**config.mk**
```make
export PLATFORM = sky130hd
export DESIGN_NAME = lbp_hist_comparator
export DESIGN_NICKNAME = d
export VERILOG_FILES = /design/src/rtl/lbp_hist_comparator.sv
export SDC_FILE = /design/constraint.sdc
export NUM_CORES = 1
export LEC_CHECK = 0
export ABC_AREA = 1
export CAP_MARGIN = 15
export CORE_UTILIZATION = 36
export CTS_CLUSTER_SIZE = 30
export DETAILED_ROUTE_END_ITERATION = 10
export GPL_TIMING_DRIVEN = 1
export PLACE_DENSITY = 0.61
export SLEW_MARGIN = 20
export SYNTH_ARGS = -nofsm -noshare
export SYNTH_HDL_FRONTEND = slang
export SYNTH_SLANG_ARGS = --single-unit
```
**constraint.sdc**
```tcl
create_clock -name clk -period 7.2 [get_ports clk]
set_input_delay 1.44 -clock clk [delete_from_list [all_inputs] [get_ports clk]]
set_output_delay 1.44 -clock clk [all_outputs]
set_load 0.01 [all_outputs]
```
**src/rtl/lbp_hist_comparator.sv**
```systemverilog
// L1 nearest-neighbour matcher: streams the test histogram and every trained
// histogram from the shared RAM, keeps the minimum distance and reports its ID.
module lbp_hist_comparator #(
  parameter int          N_BINS    = 256,
  parameter int          BIN_W     = 8,
  parameter int          MAX_FACES = 32,
  parameter logic [15:0] TEST_BASE = 16'hF000,
  localparam int         ACC_W     = BIN_W + $clog2(N_BINS)
) (
  input  logic             clk,
  input  logic             rst,
  input  logic             comparator_enable,
  input  logic [7:0]       num_faces,
  output logic [15:0]      hist_addr,
  output logic             hist_ren,
  input  logic [BIN_W-1:0] hist_rdata,
  output logic [7:0]       id_addr,
  input  logic [4:0]       id_rdata,
  output logic             comparator_finish,
  output logic [4:0]       result_id,
  output logic [ACC_W-1:0] result_dist,
  output logic             no_match,
  output logic             busy,
  output logic [2:0]       dbg_state
);

  localparam int B_W = $clog2(N_BINS);

  // Protocol: comparator_enable is a one-cycle start pulse honoured only in
  // IDLE; both RAMs return data one cycle after the address is presented;
  // comparator_finish is a one-cycle pulse with result_* valid alongside it.
  typedef enum logic [2:0] {
    S_IDLE, S_RD_TEST, S_RD_TRAIN, S_FACE_END, S_RD_ID, S_DONE
  } state_t;

  state_t           state, state_nxt;
  logic [B_W-1:0]   bin;
  logic [7:0]       face, nf, best_idx;
  logic [BIN_W-1:0] test_word, abs_diff;
  logic [ACC_W-1:0] acc, best_dist, face_dist;
  logic [7:0]       nf_clamped;

  assign nf_clamped = (num_faces > 8'(MAX_FACES)) ? 8'(MAX_FACES) : num_faces;
  assign abs_diff   = (test_word >= hist_rdata) ? (test_word - hist_rdata)
                                                : (hist_rdata - test_word);
  assign face_dist  = acc + ACC_W'(abs_diff);
  assign dbg_state  = state;

  always_ff @(posedge clk or negedge rst) begin
    if (!rst) state <= S_IDLE;
    else      state <= state_nxt;
  end

  always_comb begin
    state_nxt = state;
    hist_ren  = 1'b0;
    hist_addr = 16'd0;
    id_addr   = 8'd0;
    busy      = (state != S_IDLE);
    case (state)
      S_IDLE: begin
        if (comparator_enable)
          state_nxt = (num_faces == 8'd0) ? S_RD_ID : S_RD_TEST;
      end
      S_RD_TEST: begin
        hist_ren  = 1'b1;
        hist_addr = TEST_BASE + 16'(bin);
        state_nxt = S_RD_TRAIN;
      end
      S_RD_TRAIN: begin
        hist_ren  = 1'b1;
        hist_addr = (16'(face) << B_W) + 16'(bin);
        state_nxt = (bin == B_W'(N_BINS - 1)) ? S_FACE_END : S_RD_TEST;
      end
      S_FACE_END: begin
        state_nxt = (({1'b0, face} + 9'd1) < {1'b0, nf}) ? S_RD_TEST : S_RD_ID;
      end
      S_RD_ID: begin
        id_addr   = best_idx;
        state_nxt = S_DONE;
      end
      S_DONE:  state_nxt = S_IDLE;
      default: state_nxt = S_IDLE;
    endcase
  end

  always_ff @(posedge clk or negedge rst) begin
    if (!rst) begin
      bin               <= '0;
      face              <= '0;
      nf                <= '0;
      best_idx          <= '0;
      test_word         <= '0;
      acc               <= '0;
      best_dist         <= '0;
      comparator_finish <= 1'b0;
      result_id         <= '0;
      result_dist       <= '0;
      no_match          <= 1'b0;
    end else begin
      comparator_finish <= 1'b0;
      case (state)
        S_IDLE: begin
          if (comparator_enable) begin
            nf       <= nf_clamped;
            face     <= '0;
            bin      <= '0;
            acc      <= '0;
            best_idx <= '0;
          end
        end
        S_RD_TEST: begin
          // hist_rdata holds the train word of the previous bin here
          if (bin != '0) acc <= face_dist;
        end
        S_RD_TRAIN: begin
          test_word <= hist_rdata;
          bin       <= bin + B_W'(1);
        end
        S_FACE_END: begin
          if (face == 8'd0 || face_dist < best_dist) begin
            best_dist <= face_dist;
            best_idx  <= face;
          end
          acc  <= '0;
          face <= face + 8'd1;
        end
        S_DONE: begin
          comparator_finish <= 1'b1;
          if (nf == 8'd0) begin
            no_match    <= 1'b1;
            result_dist <= '1;
            result_id   <= '0;
          end else begin
            no_match    <= 1'b0;
            result_dist <= best_dist;
            result_id   <= id_rdata;
          end
        end
        default: ;
      endcase
    end
  end

endmodule

```
# [After elaboration in Yosys (flattened, before gate mapping)]
# Cells that the tools add are included.
[totals] elab_cells=72 inputBits=24 out_inout_bits=52 regBits=98
[op_classes] n_eq_ne=9 n_reduce_logical=17 mux=22 order_cmp=4 add_sub_neg=8
[op_table] cell="16-bit 2-to-1 mux" count=3
[op_table] cell="16-bit one-hot mux with 3 select lines" count=1
[op_table] cell="8-bit one-hot mux with 2 select lines" count=3
[op_table] cell="8-bit 2-to-1 mux" count=5
[op_table] cell="16-bit by 8-bit adder with 16-bit output" count=2
[op_table] cell="16-bit one-hot mux with 2 select lines" count=1
[op_table] cell="8-bit zero test" count=3
[op_table] cell="8-bit by 1-bit adder with 8-bit output (second input constant)" count=2
[op_table] cell="16-bit < comparator" count=1
[op_table] cell="8-bit subtractor" count=2
[op_table] cell="3-bit one-hot mux with 5 select lines" count=1
[op_table] cell="13-bit by 9-bit adder with 14-bit output (first input constant)" count=1
[op_table] cell="8-bit by 1-bit adder with 9-bit output (second input constant)" count=1
[op_table] cell="9-bit by 8-bit < comparator with 1-bit output" count=1
[op_table] cell="3-bit 2-to-1 mux" count=3
[op_table] cell="8-bit equality test (second input constant)" count=1
[op_table] cell="8-bit greater-or-equal comparator" count=1
[op_table] cell="8-bit by 6-bit > comparator with 1-bit output (second input constant)" count=1
[op_table] cell="2-bit AND reduction" count=4
[op_table] cell="8-bit nonzero test" count=1
[op_table] cell="3-bit by 2-bit equality test with 1-bit output (second input constant)" count=2
[op_table] cell="3-bit equality test (second input constant)" count=2
[op_table] cell="2-bit inequality test (second input constant)" count=3
[op_table] cell="3-bit AND reduction" count=2
[op_table] cell="9 further kinds" count=13

# [Logic depth before layout (Yosys ltp)]
[logic_depth] ltp_word=7 ltp_mapped=38 ltp_nobuf=37

# [Worst setup path after synthesis]
# OpenSTA, ideal clock, no wires.
[synth_path] path_kind="input port to flip-flop" from="input hist_rdata[0]" to="register best_idx[5]" path_slack_ns=1.751 arrival_ns=5.332 setup_time_ns=0.117 path_buffers=2 stages=32 t_required_ns=7.083 path_cell_list="ha_1 > inv_1 > fa_1 > nand2_1 > inv_1 > o21ai_0 > nand2_1 > nand2_1 > nand3_1 > buf_4 > o21ai_0 > inv_1 > fa_1 > nand3b_1 > nand2_1 > nand2_1 > nand2_1 > nand3_1 > nor2_1 > xor2_1 > ha_1 > nand2_1 > inv_1 > nand3_1 > inv_1 > a21oi_1 > nand2_1 > nand2_1 > nand2_2 > clkbuf_1 > nand3_1 > nand2_1"
[synth_via] elab_chain_cells=7 elab_cells_between_ends=9 classes_between="3 x add/sub; 2 x order compare; 1 x eq/ne; 1 x mux; 2 x reduce/logical"
[synth_rtl] element="from (decl)" line="16" rtl="input logic [BIN_W-1:0] hist_rdata,"
[synth_rtl] element="8-bit subtractor, or another cell as far along" line="45" rtl=": (hist_rdata - test_word);"
[synth_rtl] element="8-bit 2-to-1 mux (*)" line="44" rtl="assign abs_diff = (test_word >= hist_rdata) ? (test_word - hist_rdata)"
[synth_rtl] element="16-bit by 8-bit adder with 16-bit output (*)" line="46" rtl="assign face_dist = acc + ACC_W'(abs_diff);"
[synth_rtl] element="named net face_dist[14]" line="40" rtl="logic [ACC_W-1:0] acc, best_dist, face_dist;"
[synth_rtl] element="16-bit < comparator (*)" line="121" rtl="if (face == 8'd0 || face_dist < best_dist) begin"
[synth_rtl] element="1-bit logical OR (*)" line="121"
[synth_rtl] element="2-bit inequality test (no line) (*)"
[synth_rtl] element="3-bit AND reduction (no line) (*)"
[synth_rtl] element="to (signal assigned)" line="92" rtl="best_idx <= '0;"
[synth_rtl] element="to (signal assigned)" line="109" rtl="best_idx <= '0;"
[synth_rtl] element="to (signal assigned)" line="123" rtl="best_idx <= face;"
[synth_rtl] element="to (decl)" line="38" rtl="logic [7:0] face, nf, best_idx;"
# The timed path passes the listed nets; every way through them passes the cells marked *.
# A chain may end at the register's enable or synchronous reset.

# [Worst setup path after layout]
[layout_path] from="input hist_rdata[0]" to="register best_idx[2]"
# The elaborated chain is that of the path after synthesis.

==> metrics.txt <==
longest individual stage delay on the worst path=about 500 ps; number of global-route vias before repair=4850; status=completed; Die Area=17300 sq um; busiest metal layer after global routing=met2; cell at the root of the clock tree=sky130_fd_sc_hd__clkbuf_16; IO Count=76; wire length per cell after detailed routing=12.9 um; met2 usage=about a quarter; required time worst endpoint=7500 ps; largest fanout of any net on the critical path=25; static power due to leakage=3.70 nW; asr flop ratio synth=100%; power density relative to cell area=between 400 and 500 nW/um^2; Setup crit end kind=flop; via total after detailed routing=just over 5000; count of buffer and inverter cells on the critical path=6; flop and latch count out of synthesis=98; number of nets produced by synthesis=880; grt met1 use=between 20% and 30%; worst-path cell with the longest stage delay=sky130_fd_sc_hd__clkdlybuf4s50_1; share of final-layout standard cells stronger than drive strength 1=3.96%; sequential element share of the synthesized area=40.6%; final wirelength=14.1 mm; startpoint type of the worst setup path=input pin; Area Overhead vs Synth=21.4%; floorplan die width=131 um; residual DRC count=0; final net count=954; number of antenna violations at the first check in global routing=0; global-route wire length before repair=around 24 mm; core area=16100 sq um; cell family with most CP delay=simple AND/OR/NAND/NOR gates; Ys Warns=0; Initial Utilization=roughly 37%; Max Cap Violations=0; RSZ-0062 raised after global routing=false; number of placement rows=46; gate count after technology mapping=804; number of hold violations in the final report=0; ant diodes=0; worst-skew pair later-pin latency=360 ps; hold buffers post-CTS=0; critical path class=in2reg; number of buffers added by the clock tree synthesis step=9; fin crit period=6340 ps; global-route track usage on met3=3.90%; count of port buffers added during placement=75; worst ir drop on vdd=195 uV; library cell appearing most often on the critical path=sky130_fd_sc_hd__nand2_1; class of the worst hold path=reg2reg; Post-Synthesis Cell Area=6040 sq um; detailed router's first-iteration violation count=225; DP HPWL=10.6 mm; WP data arrival=6640 ps; maximum number of pins on one net before global-route repair=56; Final period util=88.1%; PnR worst setup slack=856 ps; setup slack after placement=445 ps; max-slew violation count=0; Clock Pin Slew Worst Setup and Hold Paths=70 ps; All-Layer GR Usage=17.3%; Worst Max-Slew Pin Slew=919 ps; post-CTS resize count=0; CTS tree=done; CTS sink count=98; number of library cell types mapped by synthesis=33; Setup-failing EPs final=0; number of vias per cell=4.70; synthesized area per cell=7.51 sq um; Max Root-Sink Buffers=2; register-to-register setup slack=2000 ps; Post-synth EDFFs=0; die boundary height=131 um; Highest Clock Rate=158 MHz; worst clock skew=5.05 ps; total negative setup slack=0 ps; most instantiated flip-flop cell in the synthesis netlist=sky130_fd_sc_hd__dfrtp_1; max_slew headroom=38.5%; weighted congestion reported at the end of routability-driven placement=0.848; number of antenna-violating nets in the routed design=0; buffer count from post-CTS setup fixing=0; Pre-antenna DRT Iters=4; total grt overflow=0; # H-tree levels=3
## layer usage
layer	share of wire, %	routed length (um)	vias up
met4	0.96	136	0
met3	3.8	531	10
met5	0	0	-
met1	52	7390	2360
li1	-	-	2698
met2	43	6090	96
## cell families (layout without fill, tap and decap cells)
| logic type | Yosys count | count (layout) | share of synthesized area (%) |
|---|---|---|---|
| AO/OA/AOI/OAI | 143 | 143 | 13.1 |
| buffers and inverters | 154 | 233 | 9.78 |
| flip-flops | 98 | 98 | 40.6 |
| adder cells (fa/ha/maj) | 52 | 52 | 11.2 |
| XOR/XNOR | 16 | 16 | 2.32 |
| AND/OR/NAND/NOR | 341 | 341 | 23.0 |
## layout by cell type (no fill, tap or decap), types with 2 or more instances in the layout
cell / count
sky130_fd_sc_hd__nand2_1: 214
sky130_fd_sc_hd__inv_1: 132
sky130_fd_sc_hd__dfrtp_1: 98
sky130_fd_sc_hd__o21ai_0: 86
sky130_fd_sc_hd__clkdlybuf4s50_1: 74
sky130_fd_sc_hd__nor2_1: 69
sky130_fd_sc_hd__ha_1: 49
sky130_fd_sc_hd__nand3_1: 35
sky130_fd_sc_hd__a21oi_1: 29
sky130_fd_sc_hd__xor2_1: 15
sky130_fd_sc_hd__o211ai_1: 10
sky130_fd_sc_hd__clkbuf_16: 9
sky130_fd_sc_hd__nor3_1: 6
sky130_fd_sc_hd__nand4_1: 6
sky130_fd_sc_hd__o22ai_1: 6
sky130_fd_sc_hd__buf_4: 6
sky130_fd_sc_hd__a21o_1: 5
sky130_fd_sc_hd__inv_2: 4
sky130_fd_sc_hd__nand3b_1: 3
sky130_fd_sc_hd__nor3_2: 3
sky130_fd_sc_hd__fa_1: 3
sky130_fd_sc_hd__nand2_2: 2
sky130_fd_sc_hd__clkinvlp_4: 2
sky130_fd_sc_hd__inv_6: 2
## final cells by class
class | instances | area, sq um
fill | 1636 | 8790
inverter | 137 | 514
multi-input combinational | 552 | 3010
sequential | 98 | 2450
clock buffer | 9 | 225
timing repair buffer | 80 | 786
tap | 216 | 270
clock inverter | 7 | 76.3
## worst min-delay path, stage by stage, from the launching register on
cell	delay, ps
sky130_fd_sc_hd__dfrtp_1	340
sky130_fd_sc_hd__nand2_1	50
sky130_fd_sc_hd__inv_1	40
## cell usage after synthesis (all sizes together) (8+ instances only)
library cell / instances / share of area [%]
ha: 49 / 10
nor3: 10 / 1.1
o211ai: 10 / 1.2
a21oi: 29 / 2.4
clkbuf: 9 / 0.56
inv: 136 / 8.5
nand3: 35 / 2.9
o21ai: 87 / 7.2
xor2: 15 / 2.2
nand2: 216 / 14
nor2: 70 / 4.4
buf: 8 / 0.70
dfrtp: 98 / 41
## metrics by stage
stage               power, W  util, %  instances  hold slack, ps  area [sq um]
finish               0.00323     45.5       1099             469          7330
global route         0.00358     45.5       1099             509          7330
CTS                  0.00326     45.4       1099             471          7320
detailed placement   0.00275     43.6       1083             453          7020
global placement     0.00274     43.6       1083             450          7020
floorplan            0.00212        -        804             436          6040
## registers in the layout (all words and copies together), names as in the netlist
| signal | flops |
|---|---|
| result_id | 5 |
| face | 8 |
| comparator_finish | 1 |
| dbg_state | 3 |
| acc | 16 |
| test_word | 8 |
| nf | 8 |
| bin | 8 |
| no_match | 1 |
| best_dist | 16 |
| result_dist | 16 |
| best_idx | 8 |
## final timing paths
check                                    end  cells after the start          start
worst min-delay path                   nf[6]                      2          nf[6]
min in group asynchronous       result_id[0]                      1            rst
max in group asynchronous             bin[0]                      2            rst
worst min register to register         nf[6]                      2          nf[6]
worst max register to register   best_idx[2]                     32   test_word[0]
worst max-delay path             best_idx[2]                     32  hist_rdata[0]
## power breakdown
part,switching [W],internal (W)
combinational,0.00118,0.000731
sequential,0.000106,0.000716
clock,0.000223,0.000272
total,0.00151,0.00172
Power figures use the tool's default switching activity.
